File: src/rtl/fetch_unit.sv
// Instruction fetch stage: owns the PC, issues one word read at a time, decodes
// the register fields, builds a short or extended immediate and hands it downstream.
module fetch_unit #(
   parameter int unsigned     PC_W     = 16,
   parameter logic [PC_W-1:0] RESET_PC = '0
) (
   input  logic            clk,
   input  logic            rst_n,
   output logic [PC_W-1:0] imem_addr,
   output logic            imem_req,
   input  logic [31:0]     imem_rdata,
   input  logic            imem_valid,
   input  logic            redirect_valid,
   input  logic [PC_W-1:0] redirect_pc,
   input  logic            out_ready_f,
   output logic            out_valid_f,
   output logic [4:0]      opcode_out_f,
   output logic [3:0]      dest_out_f,
   output logic [3:0]      s1_out_f,
   output logic [3:0]      s2_out_f,
   output logic [31:0]     ime_data_out_f,
   output logic [PC_W-1:0] pc_out_f
);

   localparam int unsigned WORD_W      = 32;
   localparam int unsigned IMM_SHORT_W = 14;
   localparam int unsigned EXT_BIT     = 14;

   typedef enum logic [2:0] {REQ0, WAIT0, REQ1, WAIT1, OUT} state_e;

   state_e            state_q, state_d;
   logic [PC_W-1:0]   pc_q, pc_d;
   logic [PC_W-1:0]   addr_q, addr_d;
   logic [PC_W-1:0]   pc_out_q, pc_out_d;
   logic              drop_q, drop_d;
   logic              req_q, req_d;
   logic              valid_q, valid_d;
   logic [4:0]        opcode_q, opcode_d;
   logic [3:0]        dest_q, dest_d;
   logic [3:0]        s1_q, s1_d;
   logic [3:0]        s2_q, s2_d;
   logic [WORD_W-1:0] imm_q, imm_d;

   logic              take_c;
   logic              in_wait_c;
   logic [WORD_W-1:0] short_imm_c;

   // Read data arriving together with a redirect belongs to the old path.
   assign take_c      = imem_valid & ~redirect_valid;
   assign in_wait_c   = (state_q == WAIT0) || (state_q == WAIT1);
   assign short_imm_c = {{(WORD_W - IMM_SHORT_W){imem_rdata[IMM_SHORT_W-1]}},
                         imem_rdata[IMM_SHORT_W-1:0]};

   always_comb begin
      state_d  = state_q;
      pc_d     = pc_q;
      drop_d   = drop_q;
      opcode_d = opcode_q;
      dest_d   = dest_q;
      s1_d     = s1_q;
      s2_d     = s2_q;
      imm_d    = imm_q;
      pc_out_d = pc_out_q;
      req_d    = 1'b0;
      addr_d   = addr_q;
      valid_d  = 1'b0;

      case (state_q)
         // req_q marks the cycle the request is actually on the bus.
         REQ0: begin
            if (drop_q && imem_valid) begin
               drop_d = 1'b0;
            end else if (req_q) begin
               state_d = WAIT0;
            end
         end
         WAIT0: begin
            if (take_c) begin
               opcode_d = imem_rdata[31:27];
               dest_d   = imem_rdata[26:23];
               s1_d     = imem_rdata[22:19];
               s2_d     = imem_rdata[18:15];
               pc_out_d = pc_q;
               if (imem_rdata[EXT_BIT]) begin
                  state_d = REQ1;
               end else begin
                  imm_d   = short_imm_c;
                  pc_d    = pc_q + PC_W'(1);
                  state_d = OUT;
               end
            end
         end
         REQ1: state_d = WAIT1;
         WAIT1: begin
            if (take_c) begin
               imm_d   = imem_rdata;
               pc_d    = pc_q + PC_W'(2);
               state_d = OUT;
            end
         end
         OUT: begin
            if (out_ready_f) state_d = REQ0;
         end
         default: state_d = REQ0;
      endcase

      // Redirect wins; any read still in flight must be swallowed on return.
      if (redirect_valid) begin
         state_d = REQ0;
         pc_d    = redirect_pc;
         drop_d  = req_q || ((in_wait_c || drop_q) && !imem_valid);
      end

      req_d = ((state_d == REQ0) && !drop_d) || (state_d == REQ1);
      if (req_d) addr_d = (state_d == REQ1) ? pc_d + PC_W'(1) : pc_d;
      valid_d = (state_d == OUT);
   end

   always_ff @(posedge clk or negedge rst_n) begin
      if (!rst_n) begin
         state_q  <= REQ0;
         pc_q     <= RESET_PC;
         addr_q   <= '0;
         pc_out_q <= '0;
         drop_q   <= 1'b0;
         req_q    <= 1'b0;
         valid_q  <= 1'b0;
         opcode_q <= '0;
         dest_q   <= '0;
         s1_q     <= '0;
         s2_q     <= '0;
         imm_q    <= '0;
      end else begin
         state_q  <= state_d;
         pc_q     <= pc_d;
         addr_q   <= addr_d;
         pc_out_q <= pc_out_d;
         drop_q   <= drop_d;
         req_q    <= req_d;
         valid_q  <= valid_d;
         opcode_q <= opcode_d;
         dest_q   <= dest_d;
         s1_q     <= s1_d;
         s2_q     <= s2_d;
         imm_q    <= imm_d;
      end
   end

   assign imem_addr      = addr_q;
   assign imem_req       = req_q;
   assign out_valid_f    = valid_q;
   assign opcode_out_f   = opcode_q;
   assign dest_out_f     = dest_q;
   assign s1_out_f       = s1_q;
   assign s2_out_f       = s2_q;
   assign ime_data_out_f = imm_q;
   assign pc_out_f       = pc_out_q;

endmodule

File: config.mk
export PLATFORM = sky130hd
export DESIGN_NAME = fetch_unit
export DESIGN_NICKNAME = d
export VERILOG_FILES = /design/src/rtl/fetch_unit.sv
export SDC_FILE = /design/constraint.sdc
export NUM_CORES = 1
export LEC_CHECK = 0
export CAP_MARGIN = 20
export CORE_MARGIN = 4
export CORE_UTILIZATION = 35
export CTS_BUF_LIST = sky130_fd_sc_hd__clkbuf_8
export DETAILED_ROUTE_END_ITERATION = 12
export PLACE_DENSITY = 0.69
export SLEW_MARGIN = 20
export SYNTH_ARGS = -nofsm -noshare
export SYNTH_HDL_FRONTEND = slang
export SYNTH_SLANG_ARGS = --single-unit
File: constraint.sdc
create_clock -name clk -period 5.4 [get_ports clk]
set_clock_uncertainty 0.15 [all_clocks]
set_input_delay 1.35 -clock clk [delete_from_list [all_inputs] [get_ports clk]]
set_output_delay 1.35 -clock clk [all_outputs]
set_load 0.02 [all_outputs]
Yosys cells after proc, flatten, opt, wreduce, memory -nomap -nowiden
Index checks and enable logic that the tools add are counted.
{"block": "classes", "add_sub_neg": 3, "mul": 0, "n_div": 0, "order_cmp": 0, "eq_ne": 9, "n_shift": 0, "muxes": 21, "n_bitwise": 2, "n_reduce_logical": 14}
{"op": "$mux 32", "count": 3}
{"op": "$mux 16", "count": 5}
{"op": "$pmux 32 s2", "count": 1}
{"op": "$add 16x1->16 const B", "count": 2}
{"op": "$pmux 16 s2", "count": 1}
{"op": "$mux 3", "count": 7}
{"op": "$add 16x2->16 const B", "count": 1}
{"op": "$pmux 3 s5", "count": 1}
{"op": "$eq 3x2->1 const B", "count": 3}
{"op": "$eq 3x3->1 const B", "count": 2}
{"op": "$logic_not 3->1", "count": 2}
{"op": "$ne 2x2->1 const B", "count": 3}
{"op": "$logic_or 1x1->1", "count": 4}
{"op": "$reduce_and 4->1", "count": 1}
{"op": "$eq 3x1->1 const B", "count": 1}
{"op": "$logic_and 1x1->1", "count": 3}
{"op": "$mux 1", "count": 3}
{"op": "$logic_not 1->1", "count": 2}
{"op": "$reduce_and 2->1", "count": 1}
{"op": "$reduce_bool 2->1", "count": 1}
{"op": "$and 1x1->1", "count": 1}
{"op": "$not 1->1", "count": 1}
{"block": "word_totals", "ff_bits": 103, "latchBits": 0, "ram_bits": 0, "mem_bits_ro": 0, "out_inout_bits": 83, "n_memories": 0}

Depth between registers and ports, before layout
Gate-level depths: netlist of the first run.
{"block": "logic_depth", "depth_word": 9, "ltp_mapped": 11, "depth_no_buf": 9}

Least setup slack after synthesis of the first run
No wires, ideal clock.
{"block": "synth_path", "kind": "input -> register", "from": "input redirect_valid", "to": "register addr_q[12], in the netlist imem_addr[12]", "setup_ps": 82, "arrival_time_ps": 3915, "setup_slack_ps": 1253, "stages": 11, "path_buffers": 4, "cell_sequence": "clkbuf_1 > clkbuf_1 > clkbuf_1 > clkbuf_1 > nand2_1 > o21ai_0 > ha_1 > nand4_1 > or4_4 > or3_1 > a31oi_1"}
{"block": "synth_between", "elab_cells_between_ends": 18, "classes_between": "1 x add/sub; 1 x eq/ne; 10 x mux; 2 x bitwise; 4 x reduce/logical"}
{"element": "start, declared", "line_no": "13", "text": "input logic redirect_valid,"}
{"element": "$not 1->1", "line_no": "49", "text": "assign take_c = imem_valid & ~redirect_valid;"}
{"element": "$and 1x1->1", "line_no": "49"}
{"element": "$mux 16 (on tied branches)", "line_no": "95, 78"}
{"element": "$pmux 16 s2", "line_no": "68", "text": "case (state_q)"}
{"element": "$mux 16 *", "line_no": "108", "text": "if (redirect_valid) begin"}
{"element": "net pc_d[0]", "line_no": "32", "text": "logic [PC_W-1:0] pc_q, pc_d;"}
{"element": "$add 16x1->16 *", "line_no": "115", "text": "if (req_d) addr_d = (state_d == REQ1) ? pc_d + PC_W'(1) : pc_d;"}
{"element": "$mux 16 *", "line_no": "115"}
{"element": "end signal, assigned", "line_no": "136", "text": "addr_q <= addr_d;"}
{"element": "end, declared", "line_no": "33", "text": "logic [PC_W-1:0] addr_q, addr_d;"}
The timed path passes the listed nets; every way through them passes the cells marked *.
A chain may end at the register's enable or synchronous reset.

Worst setup path after layout of the first run
{"block": "layout_path", "from": "input imem_valid", "to": "register addr_q[8], in the netlist imem_addr[8]"}
{"block": "layout_between", "elab_cells_between_ends": 24, "classes_between": "1 x add/sub; 1 x eq/ne; 13 x mux; 1 x bitwise; 8 x reduce/logical"}
{"element": "start, declared", "line_no": "12", "text": "input logic imem_valid,"}
{"element": "$and 1x1->1 *", "line_no": "49"}
{"element": "$mux 16 (on tied branches)", "line_no": "95, 78"}
{"element": "$pmux 16 s2 *", "line_no": "68"}
{"element": "$mux 16 *", "line_no": "108"}
{"element": "net pc_d[0]", "line_no": "32"}
{"element": "$add 16x1->16 *", "line_no": "115"}
{"element": "$mux 16 *", "line_no": "115"}
Marks and branches as above.

==> impl_results.md, run 1 <==
* Static leakage at 2.725 nW
* Setup total negative slack at 0 ps
* Via count at 3937
* Synth area leader: dfrtp_1
* CTS Buf Count at 9
* Fraction of layout cells with a size suffix above 1 at 14.14%
* CP required at 5500 ps
* M2 GR Usage at 27.72%
* Worst slew margin at 44.44%
* CTS Hold Buffers Added at 0
* Placed inst area at 0.006389 mm2
* HPWL Detailed at 9.791 mm
* CTS Buffer Depth at 2
* Die width at 125.8 um
* Met3 usage at 3.175%
* Clk pin slew, worst setup/hold paths at 100 ps
* Slew Limit Fails at 0
* Placer Congestion at 0.9044
* Hold Vio Cnt, Final at 0
* Drt wl/cell at 17.33 um
* P&R area growth vs syn at 35.63%
* Total length of routed wires at 13.10 mm
* Sequential fraction of the synthesis area at 53.04%
* Final Util at 49.19%
* Port Buf Inserts at 135
* ANT nets after route at 0
* Tmin final at 4305 ps
* Post-Synthesis Cells at 448
* First-pass GRT wire length at 21.36 mm
* Core Region at 0.01340 mm2
* Crit path launch type: input port
* Clk Latency, worst-skew pair at 370 ps
* Finish-stage setup viols at 0
* Vias in the first global route at 3982
* Max Freq at 232.3 MHz
* Drt initial violations at 149
* Peak VDD IR at 0.1791 mV
* Worst hold path type: reg2reg
* Starting Density at 36.27%
* GRT Overall Usage at 16.65%
* Ant diodes at 0
* Syn nets at 504
* Drt pass-1 iters at 4
* Critical path arrival at 4410 ps
* Post-synth top area share at 53.04%
* Most Crowded Layer GR: met2
* Post-Layout Cell Count at 756
* CTS resizes at 0
* Post-synth cell types at 58
* # H-tree levels at 3
* Largest cells by area after synthesis: dfrtp_1 (53%), mux2_2 (11%), nand2_1 (3.9%)
* Unrepaired setup endpoints after global routing: no
* Routing usage on met1 at 21.86%
* Worst slew pin tran at 833.3 ps
* Post-CTS Repair Setup Buffers at 0
* Period Utilization, post-route at 79.71%
* Vias per cell at 5.208
* Flops & latches, synth at 103
* Post-synthesis async set-or-reset flop share at 100.0%
* Worst-path fanout max at 9
* Pin count of the biggest net entering global routing at 66
* DIE HEIGHT at 125.8 um
* Num Clock Sinks at 103
* Io pins at 136
* Full die area at 0.01583 mm2
* GRT overflow at 0
* Run status: complete, no violations
* Post-synth EDFFs at 0
* Ys flop type: dfrtp_1
* Final instance area at 0.006591 mm2
* Yosys warning count at 0
* Mapped cell area at 0.004860 mm2
* Mean Syn Cell Area at 10.85 um2
* Crit Path Class: in2reg
* Initial antenna violation count at 0
* Nets at 631
* Nature of the critical path endpoint: register
* P per Cell Area at 512.4 mW/mm2
* Clock tree from TritonCTS: built
* DR DRC count at 0
* Row Count at 42
* Max cap viols at 0
* CTS Root Cell: clkbuf_8
* Dpl cells at 740
## cells in the mapped netlist (3+ instances only)
| library cell | instances |
|---|---|
| xor2_1 | 5 |
| a21oi_1 | 29 |
| ha_1 | 3 |
| buf_1 | 4 |
| nand3b_1 | 3 |
| nor3_1 | 4 |
| nor2b_1 | 7 |
| and4_1 | 3 |
| o211ai_1 | 8 |
| o2111ai_1 | 3 |
| clkbuf_1 | 22 |
| a2111oi_0 | 4 |
| a21o_1 | 5 |
| a31oi_1 | 4 |
| inv_1 | 9 |
| xnor2_1 | 9 |
| and2_1 | 5 |
| nand3_1 | 6 |
| mux2i_1 | 8 |
| o21ai_0 | 33 |
| nand2_1 | 51 |
| dfrtp_1 | 103 |
| or3_1 | 4 |
| nand4_1 | 7 |
| and3_1 | 7 |
| nor2_1 | 13 |
| mux2_2 | 48 |
| nor4_1 | 3 |
## registers in the layout (all words and copies together) (netlist names)
register	flops
state_q	3
out_valid_f	1
drop_q	1
pc_out_f	16
imem_req	1
ime_data_out_f	32
s2_out_f	4
s1_out_f	4
dest_out_f	4
opcode_out_f	5
imem_addr	16
pc_q	16
## worst paths after layout
kind / start / endpoint / slack (ps) / cells after the start
worst max-delay path: imem_valid / imem_addr[8] / 1100 / 10
worst min-delay path: ime_data_out_f[14] / ime_data_out_f[14] / 340 / 2
worst max register to register: pc_q[1] / imem_addr[15] / 2100 / 8
worst min register to register: ime_data_out_f[14] / ime_data_out_f[14] / 340 / 2
max in group asynchronous: rst_n / s2_out_f[1] / 3170 / 2
min in group asynchronous: rst_n / imem_addr[12] / 900 / 1
## metal layers
layer / vias to the layer above / share of wire (%)
met2: 90 / 49
li1: 1870 / -
met1: 1958 / 44
met5: - / 0
met4: 0 / 2.1
met3: 19 / 4.9
## kinds of logic after synthesis
logic type                 share of synthesized area [%]
buffers and inverters                              2.986
muxes                                              12.77
adders and majority gates                         0.7725
xor gates and xnor gates                           2.523
and+or+nand+nor                                    14.50
AOI/OAI and AO/OA                                  13.41
DFF                                                53.04
## placed cells by master (no fill, tap or decap), drive strengths merged, types with 3 or more instances in the layout
master         synthesis  layout
a21oi                 29      29
nor3                   5       5
or3b                   3       3
inv                    9      13
nand3b                 3       3
dfrtp                103     103
a211oi                 3       3
nor2                  13      13
a21o                   5       5
nand2                 51      51
or3                    4       4
o2111ai                3       3
ha                     3       3
mux2                  48      48
and3                   7       7
buf                    6      10
xnor2                  9       9
and2                   5       5
nor4                   3       3
nor2b                  7       7
clkdlybuf4s50          0     134
and4                   3       3
xor2                   5       5
o21ai                 34      34
mux2i                  8       8
o211ai                 8       8
a2111oi                4       4
clkbuf                22       9
nand3                  6       6
a31oi                  4       4
nand4                  7       7
## power breakdown
group	internal, mW	total (mW)	switching [mW]	leakage [nW]
sequential	1.09	1.29	0.198	1.25
combinational	0.794	1.59	0.799	1.37
clock	0.220	0.498	0.277	0.104
## cell type report
class	instances	area (um2)
clock buffer	9	123.9
fill	1218	6809
clock inverter	7	78.83
inverter	10	37.54
timing repair buffer	144	1416
sequential	103	2577
tap	176	220.2
multi-input combinational	307	2137
## critical path, stage by stage
cell and delay [ps]:
clkdlybuf4s50_1 570, and2_1 280, and3_1 200, xnor2_1 130, o21ai_0 420, ha_1 250, nand4_1 200, nor4_1 490
a21oi_1 140, or3b_1 370
## through the flow
step                      hold WS [ps]  power (mW)  setup slack [ps]
after floorplan                  351.1       2.078              1253
after global placement           312.9       2.876             837.3
after detailed placement         320.9       2.909             765.1
after CTS                        343.6       3.418              1137
after global routing             357.7       3.573             884.2
final                            340.5       3.378              1095
Note: power is estimated with default switching activity, not from simulation.
==> inputs of run 2 (changes only) <==
- clock period: 5.4 -> 4.07 ns (I/O delays scaled with it)
==> impl_results.md, run 2 (synthesized netlist as in run 1, its figures left out) <==
* Commonest cells after routing, fill and taps aside: clkdlybuf4s50_1 (134), dfrtp_1 (103), nand2_1 (51) (unchanged)
* CTS Buf Count at 9 (unchanged)
* Tmin final at 3786 ps
* Period Utilization, post-route at 93.02%
* Vias per cell at 5.192 (was 5.208)
* Max cap viols at 0 (unchanged)
* CP required at 4230 ps (was 5500 ps)
* Crit Path Class: in2reg (unchanged)
* Ant diodes at 0 (unchanged)
* First-pass GRT wire length at 21.58 mm (was 21.36 mm)
* Crit path launch type: input port (unchanged)
* CTS Buffer Depth at 2 (unchanged)
* Io pins at 136 (unchanged)
* P&R area growth vs syn at 38.75% (was 35.63%)
* R2R cell count at 8 (unchanged)
* DR DRC count at 0 (unchanged)
* Sw Ratio at 37.47% (was 37.75%)
* HPWL Detailed at 10.03 mm (was 9.791 mm)
* Row Count at 42 (unchanged)
* Net Switching at 1.685 mW (was 1.275 mW)
* Drt wl/cell at 17.27 um (was 17.33 um)
* Number of flip-flops in the largest register at 32 (unchanged)
* Worst hold path type: reg2reg (unchanged)
* Core Region at 0.01340 mm2 (unchanged)
* GRT overflow at 0 (unchanged)
* CTS Hold Buffers Added at 0 (unchanged)
* P_int at 2.812 mW (was 2.103 mW)
* Run status: complete, no violations (unchanged)
* PnR worst setup slack at 284.0 ps (was 1095 ps)
* Vias in the first global route at 4128 (was 3982)
* Drt initial violations at 151 (was 149)
* Register share of total power at 37.9% (was 38.1%)
* Most common cell after layout, fill and taps aside: clkdlybuf4s50_1 (unchanged)
* Final Util at 50.32% (was 49.19%)
* CP max stage delay at 640 ps (was 570 ps)
* CTS resizes at 0 (unchanged)
* Static leakage at 2.816 nW (was 2.725 nW)
* Storage element area at 0.002577 mm2 (unchanged)
* CTS Root Cell: clkbuf_8 (unchanged)
* Post-CTS Repair Setup Buffers at 0 (unchanged)
* Slew Limit Fails at 0 (unchanged)
* Worst slew margin at 56.96% (was 44.44%)
* Starting Density at 36.27% (unchanged)
* Total length of routed wires at 13.38 mm (was 13.10 mm)
* P per Cell Area at 667.0 mW/mm2 (was 512.4 mW/mm2)
* Via count at 4024 (was 3937)
* Placer Congestion at 0.8841 (was 0.9044)
* Unrepaired setup endpoints after global routing: no (unchanged)
* Critical Path Slowest Stage Cell: clkdlybuf4s50_1 (unchanged)
* Fraction of layout cells with a size suffix above 1 at 17.03% (was 14.14%)
* Clk Latency, worst-skew pair at 380 ps (was 370 ps)
* Comb pwr share at 47.7% (was 47.2%)
* Nets at 651 (was 631)
* Clock tree from TritonCTS: built (unchanged)
* R2r setup slk at 800 ps (was 2100 ps)
* Fillers at 1235 (was 1218)
* Critical path arrival at 3950 ps (was 4410 ps)
* Port Buf Inserts at 135 (unchanged)
* Hold Vio Cnt, Final at 0 (unchanged)
* R2R Path End: imem_addr[15] (unchanged)
* Area of the multi-input gates at 0.002137 mm2 (unchanged)
* Pin count of the biggest net entering global routing at 80 (was 66)
* CP Cell Sequence: clkdlybuf4s50_1 > and2_1 > and4_1 > a211oi_1 > a21oi_1 > ha_1 > nand4_1 > or4_4 > or3_1 > a31oi_1 (was clkdlybuf4s50_1 > and2_1 > and3_1 > xnor2_1 > o21ai_0 > ha_1 > nand4_1 > nor4_1 > a21oi_1 > or3b_1)
* Initial antenna violation count at 0 (unchanged)
* Hold depth at 2 (unchanged)
* DIE HEIGHT at 125.8 um (unchanged)
* Die width at 125.8 um (unchanged)
* Max Freq at 264.1 MHz
* Hold endpoint: ime_data_out_f[15] (was ime_data_out_f[14])
* GRT Overall Usage at 16.95% (was 16.65%)
* Post-Place Setup Slack at -59.53 ps (was 765.1 ps)
* Num Clock Sinks at 103 (unchanged)
* Full die area at 0.01583 mm2 (unchanged)
* Clk pwr share at 14.3% (was 14.7%)
* Drt pass-1 iters at 4 (unchanged)
* Finish-stage setup viols at 0 (unchanged)
* Worst slew pin tran at 629.3 ps (was 833.3 ps)
* Nature of the critical path endpoint: register (unchanged)
* Worst-path fanout max at 9 (unchanged)
* Min-delay src: ime_data_out_f[15] (was ime_data_out_f[14])
* # H-tree levels at 3 (unchanged)
* Crit Reg-Reg Startpoint: pc_q[1] (unchanged)
* Peak VDD IR at 0.2829 mV (was 0.1791 mV)
* Clk pin slew, worst setup/hold paths at 100 ps (about the same)
* ANT nets after route at 0 (unchanged)
==> run 2: layout make-up <==
cell class	count	area share, %
clock inverters	6	1.002
flip-flops and latches	103	38.23
clock buffers	9	1.837
well taps	176	3.266
repair buffers	164	23.42
multi-input cells	307	31.69
inverters	10	0.5567
==> run 2: power groups by stage <==
| stage | logic, mW | registers [mW] | clock network, mW |
|---|---|---|---|
| 6_report | 2.15 | 1.71 | 0.644 |
| 2_1_floorplan | 0.590 | 2.17 | 0 |
| 4_1_cts | 2.18 | 1.71 | 0.672 |
| 3_3_place_gp | 2.14 | 1.71 | 0 |
| 5_1_grt | 2.28 | 1.76 | 0.712 |
| 3_5_place_dp | 2.17 | 1.73 | 0 |
==> run 2: how the worst max path moves through the flow <==
stage	endpoint	startpoint	cells past startpoint	slack, ps
finish	imem_addr[12]	imem_valid	10	280
global route	imem_addr[12]	imem_valid	10	90
CTS	imem_addr[12]	imem_valid	10	330
detailed placement	imem_addr[12]	imem_valid	10	-60
global placement	imem_addr[12]	imem_valid	10	90
floorplan	imem_addr[12]	redirect_valid	11	260
==> run 2: metal layers <==
| metal | track usage, % | part of all wire [%] |
|---|---|---|
| met1 | 21.25 | 44 |
| met2 | 29.48 | 51 |
| met3 | 2.540 | 3.5 |
| met4 | 6.688 | 2.0 |
| met5 | 0 | 0 |
==> run 2: metrics by stage <==
stage | total power [mW] | area (um2) | cells | TNS (ps) | hold WS (ps)
2_1_floorplan | 2.757 | 4860 | 448 | 0 | 351.1
3_3_place_gp | 3.848 | 6531 | 759 | 0 | 313.9
3_5_place_dp | 3.895 | 6531 | 759 | -59.53 | 320.1
4_1_cts | 4.561 | 6723 | 774 | 0 | 344.1
5_1_grt | 4.750 | 6743 | 775 | 0 | 363.4
6_report | 4.497 | 6743 | 775 | 0 | 337.6
==> run 2: worst max-delay path, delay by kind of cell <==
kind / cells / cell delay [ps]
adder cells (fa/ha/maj): 1 / 230
AO/OA/AOI/OAI: 3 / 490
AND/OR/NAND/NOR: 5 / 1560
buffers and inverters: 1 / 640
==> inputs of run 3 (changes only) <==
--- a/constraint.sdc
+++ b/constraint.sdc
@@ -3,3 +3,3 @@
 set_input_delay 1.0175 -clock clk [delete_from_list [all_inputs] [get_ports clk]]
 set_output_delay 1.0175 -clock clk [all_outputs]
-set_load 0.02 [all_outputs]
+set_load 0.05 [all_outputs]
==> results of run 3 <==
Same layout as run 2 (identical final DEF). Status: complete, no violations.
Among the figures that moved: total power 4.497 mW -> 5.411 mW; worst IR drop on VDD 0.2829 mV -> 0.4105 mV
